--- src/rtl/accum_drv_pkg.sv ---
`default_nettype none
// ============================================================================
// Module      : accum_drv_pkg
// Description : Shared types and default sizes for the accumulate-kernel
//               driver (state encoding, array depth and word widths).
// Revision    : 1.0 - initial release
// ============================================================================
package accum_drv_pkg;

  localparam int c_depth_default = 1000;  // kernel array depth in words
  localparam int c_aw_default    = 10;    // array address width
  localparam int c_dw_default    = 64;    // signed data word width
  localparam int c_tmo_w_default = 16;    // watchdog counter width

  typedef enum logic [2:0] {
    IDLE  = 3'd0,
    LOAD  = 3'd1,
    START = 3'd2,
    RUN   = 3'd3,
    DRAIN = 3'd4,
    DONE  = 3'd5
  } state_e;

endpackage : accum_drv_pkg
`default_nettype wire

--- src/rtl/accum_drv_skid.sv ---
`default_nettype none
// ============================================================================
// Module      : accum_drv_skid
// Description : 2-entry valid/ready FIFO carrying a data word plus a "last"
//               flag. Absorbs read data that is already in flight when the
//               downstream consumer stalls.
// Ports       : clk, rst_n (sync, active low)
//               in_valid/in_ready/in_data/in_last    - push side
//               out_valid/out_ready/out_data/out_last - pop side (head entry)
//               count                                 - current occupancy 0..2
// Revision    : 1.0 - initial release
// ============================================================================
module accum_drv_skid
  import accum_drv_pkg::*;
#(
  parameter int DW = c_dw_default
) (
  input  logic          clk,
  input  logic          rst_n,
  input  logic          in_valid,
  output logic          in_ready,
  input  logic [DW-1:0] in_data,
  input  logic          in_last,
  output logic          out_valid,
  input  logic          out_ready,
  output logic [DW-1:0] out_data,
  output logic          out_last,
  output logic [1:0]    count
);

  logic [DW:0] r_mem [2];
  logic        r_wr_ptr;
  logic        r_rd_ptr;
  logic [1:0]  r_count;
  logic        w_push;
  logic        w_pop;

  assign in_ready  = (r_count != 2'd2);
  assign out_valid = (r_count != 2'd0);
  assign w_push    = in_valid & in_ready;
  assign w_pop     = out_valid & out_ready;
  assign {out_last, out_data} = r_mem[r_rd_ptr];
  assign count     = r_count;

  always_ff @(posedge clk) begin
    if (!rst_n) begin
      r_wr_ptr <= 1'b0;
      r_rd_ptr <= 1'b0;
      r_count  <= 2'd0;
    end else begin
      if (w_push) begin
        r_mem[r_wr_ptr] <= {in_last, in_data};
        r_wr_ptr        <= ~r_wr_ptr;
      end
      if (w_pop) begin
        r_rd_ptr <= ~r_rd_ptr;
      end
      r_count <= r_count + {1'b0, w_push} - {1'b0, w_pop};
    end
  end

endmodule : accum_drv_skid
`default_nettype wire

--- src/rtl/accum_kernel_driver.sv ---
`default_nettype none
// ============================================================================
// Module      : accum_kernel_driver
// Description : Host-side initiator for the accumulate kernel. Loads N words
//               into the kernel array, pulses r_enable with the initial
//               arguments, waits for w_enable, streams the array back out
//               and reports the kernel's scalar result.
// Ports       : clk, rst_n (sync, active low)
//               cmd_*   - command (n, init_i, init_acc), accepted in IDLE
//               in_*    - load stream into the kernel array
//               out_*   - drain stream out of the kernel array
//               resp_*  - one-cycle completion pulse, result, watchdog error
//               k_*     - kernel start/done handshake and array control port
// Options     : ACCUM_DRV_WATCHDOG_EN - RUN timeout forcing DONE with
//               resp_err=1; without it RUN waits forever and resp_err=0.
// Revision    : 1.0 - initial release
// ============================================================================
module accum_kernel_driver
  import accum_drv_pkg::*;
#(
  parameter int DEPTH = c_depth_default,
  parameter int AW    = c_aw_default,
  parameter int DW    = c_dw_default,
  parameter int TMO_W = c_tmo_w_default
) (
  input  logic          clk,
  input  logic          rst_n,
  input  logic          cmd_valid,
  output logic          cmd_ready,
  input  logic [AW:0]   cmd_n,
  input  logic [AW-1:0] cmd_init_i,
  input  logic [DW-1:0] cmd_init_acc,
  input  logic          in_valid,
  output logic          in_ready,
  input  logic [DW-1:0] in_data,
  output logic          out_valid,
  input  logic          out_ready,
  output logic [DW-1:0] out_data,
  output logic          out_last,
  output logic          resp_valid,
  output logic          resp_result,
  output logic          resp_err,
  output logic          k_r_enable,
  output logic [AW-1:0] k_init_i,
  output logic [DW-1:0] k_init_acc,
  input  logic          k_w_enable,
  input  logic          k_result,
  output logic          k_controlArr,
  output logic          k_wen,
  output logic [AW-1:0] k_addr,
  output logic [DW-1:0] k_wdata,
  input  logic [DW-1:0] k_rdata
);

  localparam logic [AW:0] c_depth_n = (AW+1)'(DEPTH);
  localparam logic [AW:0] c_n_one   = {{AW{1'b0}}, 1'b1};

  state_e        r_state;
  logic [AW:0]   r_n;
  logic [AW-1:0] r_init_i;
  logic [DW-1:0] r_init_acc;
  logic [AW-1:0] r_cnt;
  logic          r_rd_done;
  logic          r_inflight;
  logic          r_inflight_last;

  logic [AW:0]   w_n_sat;
  logic          w_cnt_last;
  logic          w_load_hs;
  logic          w_out_hs;
  logic          w_rd_issue;
  logic [2:0]    w_occ;
  logic [1:0]    w_skid_count;
  logic          w_skid_in_ready;

`ifdef ACCUM_DRV_WATCHDOG_EN
  logic [TMO_W-1:0] r_tmo;
  logic             r_resp_err;
  assign resp_err = r_resp_err;
`else
  assign resp_err = 1'b0;
`endif

  assign w_n_sat    = (cmd_n > c_depth_n) ? c_depth_n : cmd_n;
  assign w_cnt_last = ({1'b0, r_cnt} == (r_n - c_n_one));
  assign w_load_hs  = in_valid & in_ready;
  assign w_out_hs   = out_valid & out_ready;

  // Skid occupancy plus the read still in flight. A word popped this cycle
  // frees a slot immediately, which is what sustains one word per cycle.
  assign w_occ      = {1'b0, w_skid_count} + {2'b00, r_inflight};
  assign w_rd_issue = (r_state == DRAIN) & ~r_rd_done & ((w_occ < 3'd2) | w_out_hs);

  // Array port strobes follow the handshakes combinationally.
  assign k_wen   = w_load_hs;
  assign k_addr  = (w_load_hs || w_rd_issue) ? r_cnt : '0;
  assign k_wdata = w_load_hs ? in_data : '0;

  // Read data returns one cycle after its address; the credit check above
  // guarantees the skid always has room, so in_ready is effectively 1.
  accum_drv_skid #(
    .DW (DW)
  ) u_skid (
    .clk       (clk),
    .rst_n     (rst_n),
    .in_valid  (r_inflight & w_skid_in_ready),
    .in_ready  (w_skid_in_ready),
    .in_data   (k_rdata),
    .in_last   (r_inflight_last),
    .out_valid (out_valid),
    .out_ready (out_ready),
    .out_data  (out_data),
    .out_last  (out_last),
    .count     (w_skid_count)
  );

  always_ff @(posedge clk) begin
    if (!rst_n) begin
      r_state         <= IDLE;
      cmd_ready       <= 1'b0;
      in_ready        <= 1'b0;
      resp_valid      <= 1'b0;
      resp_result     <= 1'b0;
      k_r_enable      <= 1'b0;
      k_controlArr    <= 1'b0;
      k_init_i        <= '0;
      k_init_acc      <= '0;
      r_n             <= '0;
      r_init_i        <= '0;
      r_init_acc      <= '0;
      r_cnt           <= '0;
      r_rd_done       <= 1'b0;
      r_inflight      <= 1'b0;
      r_inflight_last <= 1'b0;
`ifdef ACCUM_DRV_WATCHDOG_EN
      r_tmo           <= '0;
      r_resp_err      <= 1'b0;
`endif
    end else begin
      r_inflight      <= w_rd_issue;
      r_inflight_last <= w_rd_issue & w_cnt_last;

      case (r_state)
        IDLE: begin
          cmd_ready <= 1'b1;
          if (cmd_valid && cmd_ready) begin
            cmd_ready  <= 1'b0;
            r_n        <= w_n_sat;
            r_init_i   <= cmd_init_i;
            r_init_acc <= cmd_init_acc;
            r_cnt      <= '0;
`ifdef ACCUM_DRV_WATCHDOG_EN
            r_resp_err <= 1'b0;
`endif
            if (w_n_sat == '0) begin
              // Nothing to load: start the kernel straight from the command.
              r_state    <= START;
              k_r_enable <= 1'b1;
              k_init_i   <= cmd_init_i;
              k_init_acc <= cmd_init_acc;
            end else begin
              r_state      <= LOAD;
              in_ready     <= 1'b1;
              k_controlArr <= 1'b1;
            end
          end
        end

        LOAD: begin
          if (w_load_hs) begin
            if (w_cnt_last) begin
              r_cnt        <= '0;
              in_ready     <= 1'b0;
              k_controlArr <= 1'b0;
              k_r_enable   <= 1'b1;
              k_init_i     <= r_init_i;
              k_init_acc   <= r_init_acc;
              r_state      <= START;
            end else begin
              r_cnt <= r_cnt + AW'(1);
            end
          end
        end

        START: begin
          k_r_enable <= 1'b0;
          r_state    <= RUN;
`ifdef ACCUM_DRV_WATCHDOG_EN
          r_tmo      <= '0;
`endif
        end

        // k_w_enable from a previous run is still high during START; the
        // kernel clears it on the r_enable edge, so RUN only sees fresh done.
        RUN: begin
          if (k_w_enable) begin
            resp_result <= k_result;
            if (r_n == '0) begin
              resp_valid <= 1'b1;
              r_state    <= DONE;
            end else begin
              k_controlArr <= 1'b1;
              r_rd_done    <= 1'b0;
              r_cnt        <= '0;
              r_state      <= DRAIN;
            end
          end
`ifdef ACCUM_DRV_WATCHDOG_EN
          else if (r_tmo == '1) begin
            resp_err_set: begin
              r_resp_err  <= 1'b1;
              resp_result <= 1'b0;
              resp_valid  <= 1'b1;
              r_state     <= DONE;
            end
          end else begin
            r_tmo <= r_tmo + TMO_W'(1);
          end
`endif
        end

        DRAIN: begin
          if (w_rd_issue) begin
            if (w_cnt_last) begin
              r_rd_done <= 1'b1;
              r_cnt     <= '0;
            end else begin
              r_cnt <= r_cnt + AW'(1);
            end
          end
          if (w_out_hs && out_last) begin
            k_controlArr <= 1'b0;
            resp_valid   <= 1'b1;
            r_state      <= DONE;
          end
        end

        DONE: begin
          resp_valid <= 1'b0;
          cmd_ready  <= 1'b1;
          r_state    <= IDLE;
        end

        default: begin
          r_state <= IDLE;
        end
      endcase
    end
  end

endmodule : accum_kernel_driver
`default_nettype wire

--- config.mk ---
export PLATFORM = sky130hd
export DESIGN_NAME = accum_kernel_driver
export DESIGN_NICKNAME = d
export VERILOG_FILES = /design/src/rtl/accum_drv_pkg.sv /design/src/rtl/accum_drv_skid.sv /design/src/rtl/accum_kernel_driver.sv
export SDC_FILE = /design/constraint.sdc
export NUM_CORES = 1
export LEC_CHECK = 0
export ABC_AREA = 1
export BUFFER_PORTS_ARGS = -buffer_cell sky130_fd_sc_hd__buf_2
export CAP_MARGIN = 10
export CELL_PAD_IN_SITES_DETAIL_PLACEMENT = 0
export CELL_PAD_IN_SITES_GLOBAL_PLACEMENT = 1
export CORE_ASPECT_RATIO = 1.25
export CORE_MARGIN = 2
export CORE_UTILIZATION = 38
export CTS_BUF_LIST = sky130_fd_sc_hd__clkbuf_4
export CTS_CLUSTER_DIAMETER = 150
export DETAILED_ROUTE_END_ITERATION = 6
export GPL_TIMING_DRIVEN = 0
export PLACE_DENSITY_LB_ADDON = 0.1
export SLEW_MARGIN = 5
export SYNTH_ARGS = -nofsm -noshare
export SYNTH_HDL_FRONTEND = slang
export SYNTH_SLANG_ARGS = --single-unit
--- constraint.sdc ---
create_clock -name clk -period 7.33 [get_ports clk]
set_input_delay 0.733 -clock clk [delete_from_list [all_inputs] [get_ports clk]]
set_output_delay 0.733 -clock clk [all_outputs]
set_load 0.05 [all_outputs]
==> run_results.csv <==
group,metric,value,unit
hold_path,min_from,"k_rdata[63]",
sta,worst-slew-pin-transition,792,ps
flow_run,drv_cap,0,
worst_setup_path,path_cells,"clkbuf_1 -> clkbuf_1 -> mux2_2 -> buf_2",
clocking,cts_buffer_depth,3,
worst_setup_path,worstPathMaxFanout,10,
status,status,"finished clean",
hold_path,hp-class,"input pin to flop",
sta,finalSetupViolations,0,
placed_design,gp_congestion,0.800,
worst_setup_path,cp-start-kind,"flop",
synthesis,synth_fp_nets,1891,
finish,final_cell_mix,"450 x buf_2, 310 x nand2_1, 269 x inv_1, 266 x nor2_1, 186 x dfxtp_1",
sta,rsz0062_at_grt,"false",
global_route,grt_start_max_net_pins,25,
die,start_util,0.383,
synthesis,synth-simple-area-share,0.182,
synthesis,ys_warn_count,0,
clocking,clockRootBuffer,"clkbuf_4",
power,pwr-share-comb,0.314,
clocking,path_clk_slew,70,ps
sta,drv_slew,0,
global_route,overflow,0,
synthesis,synth_cell_types,37,
die,fp.dieW,175,um
die,io_pins,442,
global_route,grt_first_pass_wirelength,62700,um
worst_setup_path,path_class,"flop to output pin",
clocking,postCtsResizedCells,0,
power,power.internal,0.00326,W
placed_design,port_buffers,439,
worst_setup_path,slowest_stage,"clkbuf_1",
sta,finClkSkew,38.0,ps
power,sequentialPowerShare,0.398,
clocking,cts_setup_buffers,0,
sta,min_period_over_period,0.472,
synthesis,yosys.area_share.xor_xnor,0.00506,
power,irDropWorstVdd,0.165,mV
drt,antenna_left,0,
synthesis,synth.avg_cell_area,8.31,sq um
finish,final_util,0.494,
placed_design,dp_hpwl,30600,um
worst_setup_path,max_stage_delay,540,ps
finish,layout_commonest_cell,"buf_2",
clocking,clk_latency,720,ps
drt,via_count,12300,
clocking,h-tree-depth,3,
drt,wl,40900,um
synthesis,synth_top_area_share,0.282,
sta,period_needed,3460,ps
die,core.rowCount,78,
finish,areaGrowthSynthToFinish,28.9,%
power,power,0.00528,W
synthesis,synth-seq-cells,316,
synthesis,synthAdderAreaFrac,0.00361,
synthesis,seq_area_frac_synth,0.551,
finish,nets,2422,
power,power_density,296,nW/um^2
power,p_clk_frac,0.288,
power,p_sw_frac,0.382,
worst_setup_path,crit_top_cell,"clkbuf_1",
sta,hold_slack,199,ps
clocking,clock-sinks,316,
global_route,grt.total_usage,0.208,
synthesis,synthTopCellsByArea,"edfxtp_1 28%, dfxtp_1 27%, nand2_1 8.4%, inv_1 7.3%, nor2_1 7.2%",
drt,drtPass1Iterations,5,
die,die_h,217,um
drt,drt_iter0_markers,564,
synthesis,yosys.area.top_type,"edfxtp_1",
synthesis,synth_area,13800,sq um
synthesis,synth_top_family_by_area,"simple AND/OR/NAND/NOR gates",
drt,drc_errors,0,
power,switchingPower,0.00202,W
sta,max_freq,289,MHz
drt,wl_per_cell,14.9,um
die,die_area,38000,sq um
clocking,cts_tree,"built",
finish,drive_gt1_frac,0.307,
drt,avgViaCountPerCell,4.49,
sta,slew_headroom,0.472,
worst_setup_path,end_kind,"output pin",
synthesis,synth_compound_gate_area_share,0.101,
synthesis,synth_mux_area_frac,0.0529,
finish,fill_cells,3696,
global_route,grt_pass1_vias,12000,
clocking,cts_buffers,82,
power,cellLeakagePower,8.70,nW
sta,hold_viol_final,0,
die,core_area,36100,sq um
worst_setup_path,crit_required,6600,ps
worst_setup_path,cp_data_arrival_time,2720,ps
clocking,cts_hold_buffers,0,
worst_setup_path,r2r_start,"r_n[0]",
global_route,antenna_found_initial,12,
synthesis,synth_cells,1667,
-- critical path, delay by kind of cell, from the launching register on --
family   cells  cell delay [ps]
buf+inv      3             1250
mux          1              410
flops        1              340
-- synthesized netlist by cell type (all sizes together) --
cell and number:
buf 25, nand4 6, o21ai 170, clkbuf 59
o221a 1, o221ai 1, and2 1, edfxtp 130
ha 4, clkinv 2, a21boi 1, a211oi 2
xor2 7, nand2 315, nor3 12, conb 1
dfxtp 186, inv 276, nand3b 2, a21oi 101
nand3 23, mux2 65, xnor2 1, nor2 276
-- per-stage QoR --
stage / TNS (ps) / setup WS, ps / instance area, sq um / std cells
floorplan: 0 / 1070 / 13800 / 1667
global route: 0 / 3670 / 17800 / 2745
CTS: 0 / 3680 / 17800 / 2741
finish: 0 / 3870 / 17800 / 2749
global placement: -136230 / -2100 / 16600 / 2586
detailed placement: 0 / 3690 / 16800 / 2594
-- cell type report --
type                            instances  area [sq um]  share of cell area
Antenna cell                            8          20.0             0.00112
Clock buffer                          123           923              0.0518
Sequential cell                       316          7630               0.427
Clock inverter                         24           134             0.00750
Tap cell                              480           601              0.0337
Inverter                              278          1040              0.0585
Timing Repair Buffer                  447          2300               0.129
Buffer                                 84           393              0.0220
Multi-Input combinational cell        989          4800               0.269
-- flip-flops by register name, indices dropped and copies added, names as in the netlist, 2 cells and up, named ones only --
register      flops
u_skid.r_mem    130
r_n              11
k_init_acc       64
r_cnt            10
r_init_acc       64
u_skid.count      2
r_init_i         10
r_state           3
k_init_i         10
-- power groups by stage --
| stage | logic, W | registers, W | clock network, W |
|---|---|---|---|
| after floorplan | 0.000926 | 0.00242 | 0 |
| after global placement | 0.00165 | 0.00214 | 0 |
| after detailed placement | 0.00167 | 0.00214 | 0 |
| after CTS | 0.00167 | 0.00210 | 0.00158 |
| after global routing | 0.00183 | 0.00212 | 0.00167 |
| final | 0.00166 | 0.00210 | 0.00152 |
-- metal layers --
layer  global-route usage  up-vias  share of wire  routed length, um
met5                    0        -         0.0023                 96
met4               0.0617       14          0.012                479
li1                     -     6356              -                  -
met1                0.258     5594           0.43              17800
met2                0.345      338           0.48              19500
met3               0.0675       47          0.074               3040
-- cell families (layout without fill, tap and decap cells) --
logic type                 count (synthesis)  count (layout)
muxes                                     65              65
DFF                                      316             316
xor gates and xnor gates                   8               8
adders and majority gates                  4               4
and+or+nand+nor                          635             635
buffers and inverters                    362             956
AOI/OAI and AO/OA                        276             276
other                                      1               9
-- worst paths after layout --
path | endpoint | slack [ps] | cells past startpoint
min | u_skid.r_mem[0][63] | 200 | 1
max reg2reg | k_init_acc[35] | 4860 | 17
max | out_data[15] | 3870 | 4
min reg2reg | u_skid.r_mem[0][64] | 440 | 0
(Power assumes the default switching activity.)
